File: src/rtl/uart_rx_pkg.sv
// Shared UART definitions: state encodings common with uart_tx, the default
// oversampling factor, the system clock rate and the baud divisor helper.
package uart_rx_pkg;

    localparam int unsigned CLK_HZ        = 100_000_000;
    localparam int unsigned DEF_FRE_MUL   = 16;
    localparam int unsigned DEF_BAUD_RATE = 115_200;

    // Encodings are fixed because uart_tx decodes the same values.
    typedef enum logic [3:0] {
        ST_NULL  = 4'd0,
        ST_IDLE  = 4'd1,
        ST_START = 4'd2,
        ST_BIT0  = 4'd3,
        ST_BIT1  = 4'd4,
        ST_BIT2  = 4'd5,
        ST_BIT3  = 4'd6,
        ST_BIT4  = 4'd7,
        ST_BIT5  = 4'd8,
        ST_BIT6  = 4'd9,
        ST_BIT7  = 4'd10,
        ST_PAR   = 4'd11,
        ST_STOP  = 4'd12
    } uart_state_t;

    // sys_clk cycles between two oversampling ticks.
    function automatic int unsigned baud_div(input int unsigned clk_hz,
                                             input int unsigned baud,
                                             input int unsigned fre_mul);
        return clk_hz / (baud * fre_mul);
    endfunction

endpackage

File: src/rtl/uart_rx_baud.sv
// uart_baud: free-running oversampling tick generator. Emits a one-cycle
// bps_clk_up pulse fre_mul times per bit period.
import uart_rx_pkg::*;

module uart_baud #(
    parameter int unsigned fre_mul   = DEF_FRE_MUL,
    parameter int unsigned baud_rate = DEF_BAUD_RATE
) (
    input  logic sys_clk,
    input  logic rst_n,
    output logic bps_clk_up
);

    localparam int unsigned DIV     = baud_div(CLK_HZ, baud_rate, fre_mul);
    localparam int unsigned CW      = (DIV > 1) ? $clog2(DIV) : 1;
    localparam logic [CW-1:0] LAST  = CW'(DIV - 1);

    logic [CW-1:0] r_div_cnt;
    logic          r_tick;

    // Divide sys_clk down and pulse once per wrap of the divider.
    always_ff @(posedge sys_clk or negedge rst_n) begin
        if (!rst_n) begin
            r_div_cnt <= '0;
            r_tick    <= 1'b0;
        end else if (r_div_cnt == LAST) begin
            r_div_cnt <= '0;
            r_tick    <= 1'b1;
        end else begin
            r_div_cnt <= r_div_cnt + 1'b1;
            r_tick    <= 1'b0;
        end
    end

    assign bps_clk_up = r_tick;

endmodule

File: src/rtl/uart_rx.sv
// uart_rx: 8N1 UART receiver with 16x oversampling and mid-bit sampling.
// Define UART_RX_PARITY_EN to insert an even-parity bit between data and stop.
import uart_rx_pkg::*;

module uart_rx #(
    parameter int unsigned FRE_MUL   = DEF_FRE_MUL,
    parameter int unsigned BAUD_RATE = DEF_BAUD_RATE
) (
    input  logic       sys_clk,
    input  logic       rst_n,
    input  logic       rxd,
    output logic [7:0] rx_data_o,
    output logic       rx_done,
    output logic       rx_frame_err,
    output logic       rx_parity_err,
    output logic       rx_idle
);

    // Tick counts at which the start bit and every later bit are judged.
    localparam logic [3:0] TICK_MID  = 4'(FRE_MUL / 2 - 1);
    localparam logic [3:0] TICK_LAST = 4'(FRE_MUL - 1);

    logic        r_rx_st1;
    logic        r_rx_st2;
    logic        w_bps_tick;
    uart_state_t r_state;
    uart_state_t w_state_next;
    logic [3:0]  r_tick_cnt;
    logic [7:0]  r_shift;
    logic        r_rx_done;
    logic        r_rx_frame_err;
    logic        r_rx_idle;
    logic        w_tick_clr;
    logic        w_shift_en;
    logic        w_done;
    logic        w_frame_err;
`ifdef UART_RX_PARITY_EN
    logic        w_par_sample;
    logic        w_parity_err;
    logic        r_par_bad;
    logic        r_rx_parity_err;
`endif

    uart_baud #(
        .fre_mul   (FRE_MUL),
        .baud_rate (BAUD_RATE)
    ) baud_rx (
        .sys_clk    (sys_clk),
        .rst_n      (rst_n),
        .bps_clk_up (w_bps_tick)
    );

    // Two-flop synchronizer for the asynchronous line; idles high.
    // NOTE: sequential blocks use non-blocking assignments so every flop
    // samples the pre-edge value of the others, independent of block order.
    always_ff @(posedge sys_clk or negedge rst_n) begin
        if (!rst_n) begin
            r_rx_st1 <= 1'b1;
            r_rx_st2 <= 1'b1;
        end else begin
            r_rx_st1 <= rxd;
            r_rx_st2 <= r_rx_st1;
        end
    end

    // State register.
    always_ff @(posedge sys_clk or negedge rst_n) begin
        if (!rst_n) r_state <= ST_NULL;
        else        r_state <= w_state_next;
    end

    // Next-state and per-tick actions; every decision happens on a baud tick.
    // NOTE: each output gets a default first so no path leaves it unassigned,
    // which would otherwise infer a latch.
    always_comb begin
        w_state_next = r_state;
        w_tick_clr   = 1'b0;
        w_shift_en   = 1'b0;
        w_done       = 1'b0;
        w_frame_err  = 1'b0;
`ifdef UART_RX_PARITY_EN
        w_par_sample = 1'b0;
        w_parity_err = 1'b0;
`endif
        case (r_state)
            ST_NULL: begin
                if (w_bps_tick) begin
                    w_state_next = ST_IDLE;
                    w_tick_clr   = 1'b1;
                end
            end
            ST_IDLE: begin
                if (w_bps_tick && !r_rx_st2) begin
                    w_state_next = ST_START;
                    w_tick_clr   = 1'b1;
                end
            end
            ST_START: begin
                if (w_bps_tick && r_tick_cnt == TICK_MID) begin
                    w_tick_clr   = 1'b1;
                    // Line high again at mid start bit: it was only a glitch.
                    w_state_next = r_rx_st2 ? ST_IDLE : ST_BIT0;
                end
            end
            ST_BIT0, ST_BIT1, ST_BIT2, ST_BIT3,
            ST_BIT4, ST_BIT5, ST_BIT6: begin
                if (w_bps_tick && r_tick_cnt == TICK_LAST) begin
                    w_shift_en   = 1'b1;
                    w_tick_clr   = 1'b1;
                    w_state_next = uart_state_t'(r_state + 4'd1);
                end
            end
            ST_BIT7: begin
                if (w_bps_tick && r_tick_cnt == TICK_LAST) begin
                    w_shift_en   = 1'b1;
                    w_tick_clr   = 1'b1;
`ifdef UART_RX_PARITY_EN
                    w_state_next = ST_PAR;
`else
                    w_state_next = ST_STOP;
`endif
                end
            end
`ifdef UART_RX_PARITY_EN
            ST_PAR: begin
                if (w_bps_tick && r_tick_cnt == TICK_LAST) begin
                    w_par_sample = 1'b1;
                    w_tick_clr   = 1'b1;
                    w_state_next = ST_STOP;
                end
            end
`endif
            ST_STOP: begin
                // Leaving at mid stop bit keeps half a bit to catch the next start.
                if (w_bps_tick && r_tick_cnt == TICK_LAST) begin
                    w_tick_clr   = 1'b1;
                    w_state_next = ST_IDLE;
                    if (!r_rx_st2) begin
                        w_frame_err = 1'b1;
                    end else begin
`ifdef UART_RX_PARITY_EN
                        if (r_par_bad) w_parity_err = 1'b1;
                        else           w_done       = 1'b1;
`else
                        w_done = 1'b1;
`endif
                    end
                end
            end
            default: begin
                w_state_next = ST_NULL;
                w_tick_clr   = 1'b1;
            end
        endcase
    end

    // Tick counter, data shifter and registered output strobes.
    always_ff @(posedge sys_clk or negedge rst_n) begin
        if (!rst_n) begin
            r_tick_cnt     <= 4'd0;
            r_shift        <= 8'h00;
            rx_data_o      <= 8'h00;
            r_rx_done      <= 1'b0;
            r_rx_frame_err <= 1'b0;
            r_rx_idle      <= 1'b0;
        end else begin
            if (w_tick_clr)      r_tick_cnt <= 4'd0;
            else if (w_bps_tick) r_tick_cnt <= r_tick_cnt + 4'd1;

            // LSB arrives first, so shift right and insert at the top.
            if (w_shift_en) r_shift <= {r_rx_st2, r_shift[7:1]};
            if (w_done)     rx_data_o <= r_shift;

            r_rx_done      <= w_done;
            r_rx_frame_err <= w_frame_err;
            r_rx_idle      <= (w_state_next == ST_IDLE);
        end
    end

`ifdef UART_RX_PARITY_EN
    // Even parity: data bits XOR parity bit must be zero.
    always_ff @(posedge sys_clk or negedge rst_n) begin
        if (!rst_n) begin
            r_par_bad       <= 1'b0;
            r_rx_parity_err <= 1'b0;
        end else begin
            if (w_par_sample) r_par_bad <= (^r_shift) ^ r_rx_st2;
            r_rx_parity_err <= w_parity_err;
        end
    end

    assign rx_parity_err = r_rx_parity_err;
`else
    assign rx_parity_err = 1'b0;
`endif

    assign rx_done      = r_rx_done;
    assign rx_frame_err = r_rx_frame_err;
    assign rx_idle      = r_rx_idle;

endmodule

File: config.mk
export PLATFORM = sky130hd
export DESIGN_NAME = uart_rx
export DESIGN_NICKNAME = d
export VERILOG_FILES = /design/src/rtl/uart_rx_pkg.sv /design/src/rtl/uart_rx_baud.sv /design/src/rtl/uart_rx.sv
export SDC_FILE = /design/constraint.sdc
export NUM_CORES = 1
export LEC_CHECK = 0
export ABC_AREA = 1
export CAP_MARGIN = 30
export CORE_MARGIN = 2
export CORE_UTILIZATION = 40
export DETAILED_ROUTE_END_ITERATION = 6
export DONT_BUFFER_PORTS = 1
export GPL_TIMING_DRIVEN = 1
export RECOVER_POWER = 100
export SLEW_MARGIN = 40
export SYNTH_ARGS = -nofsm -noshare
export SYNTH_HDL_FRONTEND = slang
export SYNTH_SLANG_ARGS = --single-unit
File: constraint.sdc
create_clock -name sys_clk -period 2.2 [get_ports sys_clk]
set_input_delay 0 -clock sys_clk [delete_from_list [all_inputs] [get_ports sys_clk]]
set_output_delay 0 -clock sys_clk [all_outputs]
set_load 0.05 [all_outputs]
==> results.py <==
metrics = {
    "outcome": {
        "status": "finished with violations",
        "violations": "capacitance limit",
    },
    "worst_setup_path": {
        "cp_data_arrival_time_ns": 2.13,
        "crit_path_end_kind": "flip-flop",
        "cp_cell_sequence": "inv_1, ha_1, inv_1, nand2_1, nand2_1, nand3_1, nand2_1, nand2_2, inv_1, nand2_1, o21ai_0",
        "rrSetupSlack_ns": 0.23,
        "crit_path_start_kind": "flip-flop",
        "slowest_stage": "dfrtp_1",
        "crit_path_max_fanout": 17,
        "critPathLaunch": "r_state[0]$_DFF_PN0_",
        "worstPathRequired_ns": 2.36,
        "cp_common_cell": "nand2_1",
        "rr_worst_depth": 11,
        "rr_endpoint": "r_shift[0]$_DFFE_PN0P_",
        "critical-path-max-stage-delay_ns": 0.48,
        "path_class": "flip-flop to flip-flop",
        "reg2reg_from": "r_state[0]$_DFF_PN0_",
        "endpoint": "r_shift[0]$_DFFE_PN0P_",
    },
    "run": {
        "drv_cap": 1,
    },
    "sta": {
        "rsz0062_at_grt": "false",
        "period_share_pct": 89.4,
        "max_freq_mhz": 508,
        "setup_viol": 0,
        "skew_ns": 0.0142,
        "drv_slew": 0,
        "layout_setup_ws_ns": 0.233,
        "tns_ns": 0,
        "tightest_slew_ns": 1.50,
        "max_slew_margin_pct": 0.319,
        "finalHoldViolCount": 0,
        "min_period_ns": 1.97,
    },
    "cells_and_area": {
        "diodes": 0,
        "fin_area_um2": 2020,
        "instances_no_fill": 283,
        "synthToLayoutAreaGrowth_pct": 7.25,
        "layout-drive-gt1-share_pct": 8.66,
        "num-nets-final": 242,
        "fillCellCount": 440,
    },
    "clock_tree": {
        "numCtsBuffers": 5,
        "cts_sinks": 36,
        "cts_tree": "built",
        "path_clk_slew_ns": 0.07,
        "clk_path_buf_depth": 2,
        "cts_root_buffer": "clkbuf_8",
        "clk_latency_ns": 0.29,
        "h-tree-depth": 2,
        "post-cts-setup-buffers": 0,
    },
    "synthesis": {
        "ys.flop_type": "dfrtp_1",
        "synth_nets": 237,
        "yosysSeqAreaShare_pct": 48.0,
        "syn-cell-area_um2": 1880,
        "async_flop_share_pct": 100,
        "synth_cell_types": 28,
        "syn_area_per_cell_um2": 8.36,
        "yosys_warnings": 0,
        "syn_inst": 225,
        "synth_edf_count": 0,
        "yosys-top-cells-area": "dfrtp_1, nand2_1, inv_1, ha_1, nand3_1",
        "yosysTopAreaCell": "dfrtp_1",
        "ys_ff_latch": 36,
        "synth_top_area_share_pct": 45.2,
        "yosysMostFrequentCell": "nand2_1",
        "synth.top_cells.by_count": "nand2_1, dfrtp_1, inv_1, nor2_1, nand3_1",
    },
    "pwr": {
        "peakVddDrop_uv": 504,
        "power_frac_seq_pct": 53.2,
        "intPower_mw": 1.00,
        "power_switching_uw": 248,
        "p_clk_share_pct": 45.1,
        "leakage_nw": 0.991,
        "powerDensity_nw_per_um2": 620,
        "comb_power_share_pct": 1.7,
        "switching_share_pct": 19.8,
    },
    "floorplan": {
        "pin_count": 15,
        "dieArea_um2": 5270,
        "die_w_um": 72.6,
        "rows": 24,
        "coreArea_um2": 4440,
        "start_util_pct": 42.3,
        "dieHeight_um": 72.6,
    },
    "detailed_routing": {
        "drt-total-wl_um": 3330,
        "drc": 0,
        "via_count": 1376,
        "viasPerCell": 4.86,
        "first_pass_iters": 4,
        "ant_nets": 0,
        "drtIter0Drc": 101,
        "routedWlPerCell_um": 11.7,
    },
    "placed_design": {
        "place_ws_ns": 0.307,
        "place_inst": 272,
        "hpwl_um": 2370,
        "gp_congestion": 0.889,
        "numPortBuffers": 0,
        "dpl_cell_area_um2": 1900,
    },
    "global_routing": {
        "grtUsageTotal_pct": 14.0,
        "gr-total-overflow": 0,
        "grt_max_degree": 37,
        "first_global_vias": 1281,
        "antenna_found_initial": 0,
        "grt_pass1_wl_um": 5790,
    },
    "worst_hold_path": {
        "hold_class": "input port to flip-flop",
    },
}
[logic make-up after synthesis]
group	share of synthesized area [%]
AND/OR/NAND/NOR	26.2
buffers and inverters	9.18
flip-flops	48.0
AO/OA/AOI/OAI	8.51
adder cells (fa/ha/maj)	5.98
XOR/XNOR	1.40
other	0.199
multiplexers	0.532
[how the worst min path moves through the flow]
stage | start | cells after the start | end
final | rxd | 1 | r_rx_st1$_DFF_PN1_
after global placement | rst_n | 0 | r_state[3]$_DFF_PN0_
after global routing | rxd | 1 | r_rx_st1$_DFF_PN1_
after floorplan | rst_n | 0 | baud_rx.bps_clk_up$_DFF_PN0_
after detailed placement | rst_n | 0 | r_state[3]$_DFF_PN0_
after CTS | rst_n | 2 | rx_data_o[7]$_DFFE_PN0P_
[per-stage QoR]
| step | utilization [%] | power [mW] | hold slack (ns) |
|---|---|---|---|
| finish | 45.4 | 1.25 | 0.274 |
| global route | 45.4 | 1.31 | 0.257 |
| CTS | 46.1 | 1.27 | 0.166 |
| detailed placement | 42.7 | 0.684 | -0.295 |
| global placement | 42.7 | 0.684 | -0.295 |
| floorplan | - | 0.685 | -0.296 |
[sequential cells by signal, indices dropped and copies added (netlist names), 4 cells and up]
register,cells
r_shift,8
rx_data_o,8
baud_rx.r_div_cnt,6
r_state,4
r_tick_cnt,4
[final cells by class]
type | count | area [um2] | share of cell area, %
multi-input combinational | 151 | 782 | 38.7
clock inverter | 3 | 42.5 | 2.11
timing repair buffer | 3 | 32.5 | 1.61
clock buffer | 5 | 68.8 | 3.41
inverter | 33 | 124 | 6.14
tap | 52 | 65.1 | 3.22
sequential | 36 | 903 | 44.8
[layer usage]
layer | share of wire, % | wire [um] | track usage (%) | up-vias
met5 | 0 | 0 | 0 | -
met4 | 0.51 | 17 | 3.09 | 0
met3 | 3.5 | 117 | 3.73 | 3
met2 | 42 | 1410 | 20.8 | 24
met1 | 54 | 1790 | 20.5 | 635
li1 | - | - | - | 714
[worst max-delay path, delay by kind of cell, from the launching register on]
kind	cells	cell delay, ns
compound gates	1	0.06
buf+inv	3	0.38
simple gates	6	0.70
flops	1	0.48
fa+ha+maj	1	0.24
[layout by cell type, fill, tap and decap left out, types with 4 or more instances in the layout]
| cell type | instances |
|---|---|
| nand4_1 | 4 |
| clkbuf_8 | 5 |
| ha_1 | 9 |
| a21oi_1 | 6 |
| nor3_1 | 6 |
| o21ai_0 | 18 |
| dfrtp_1 | 34 |
| nor2_1 | 20 |
| nand3_1 | 17 |
| inv_1 | 32 |
| nand2_2 | 4 |
| nand2_1 | 54 |
[power by group through the flow]
stage | Sequential (mW) | Combinational (mW) | Clock (mW)
floorplan | 0.679 | 0.00580 | 0
global placement | 0.679 | 0.00488 | 0
detailed placement | 0.679 | 0.00483 | 0
CTS | 0.666 | 0.0249 | 0.580
global route | 0.666 | 0.0249 | 0.616
finish | 0.666 | 0.0208 | 0.565
[repair_timing]
| action | CTS | global route |
|---|---|---|
| setup endpoints to repair | 0 | 0 |
| endpoints found under the hold margin | 37 | 0 |
| gates resized for setup | 0 | 0 |
| hold buffers | 3 | 0 |
(Power assumes the default switching activity.)
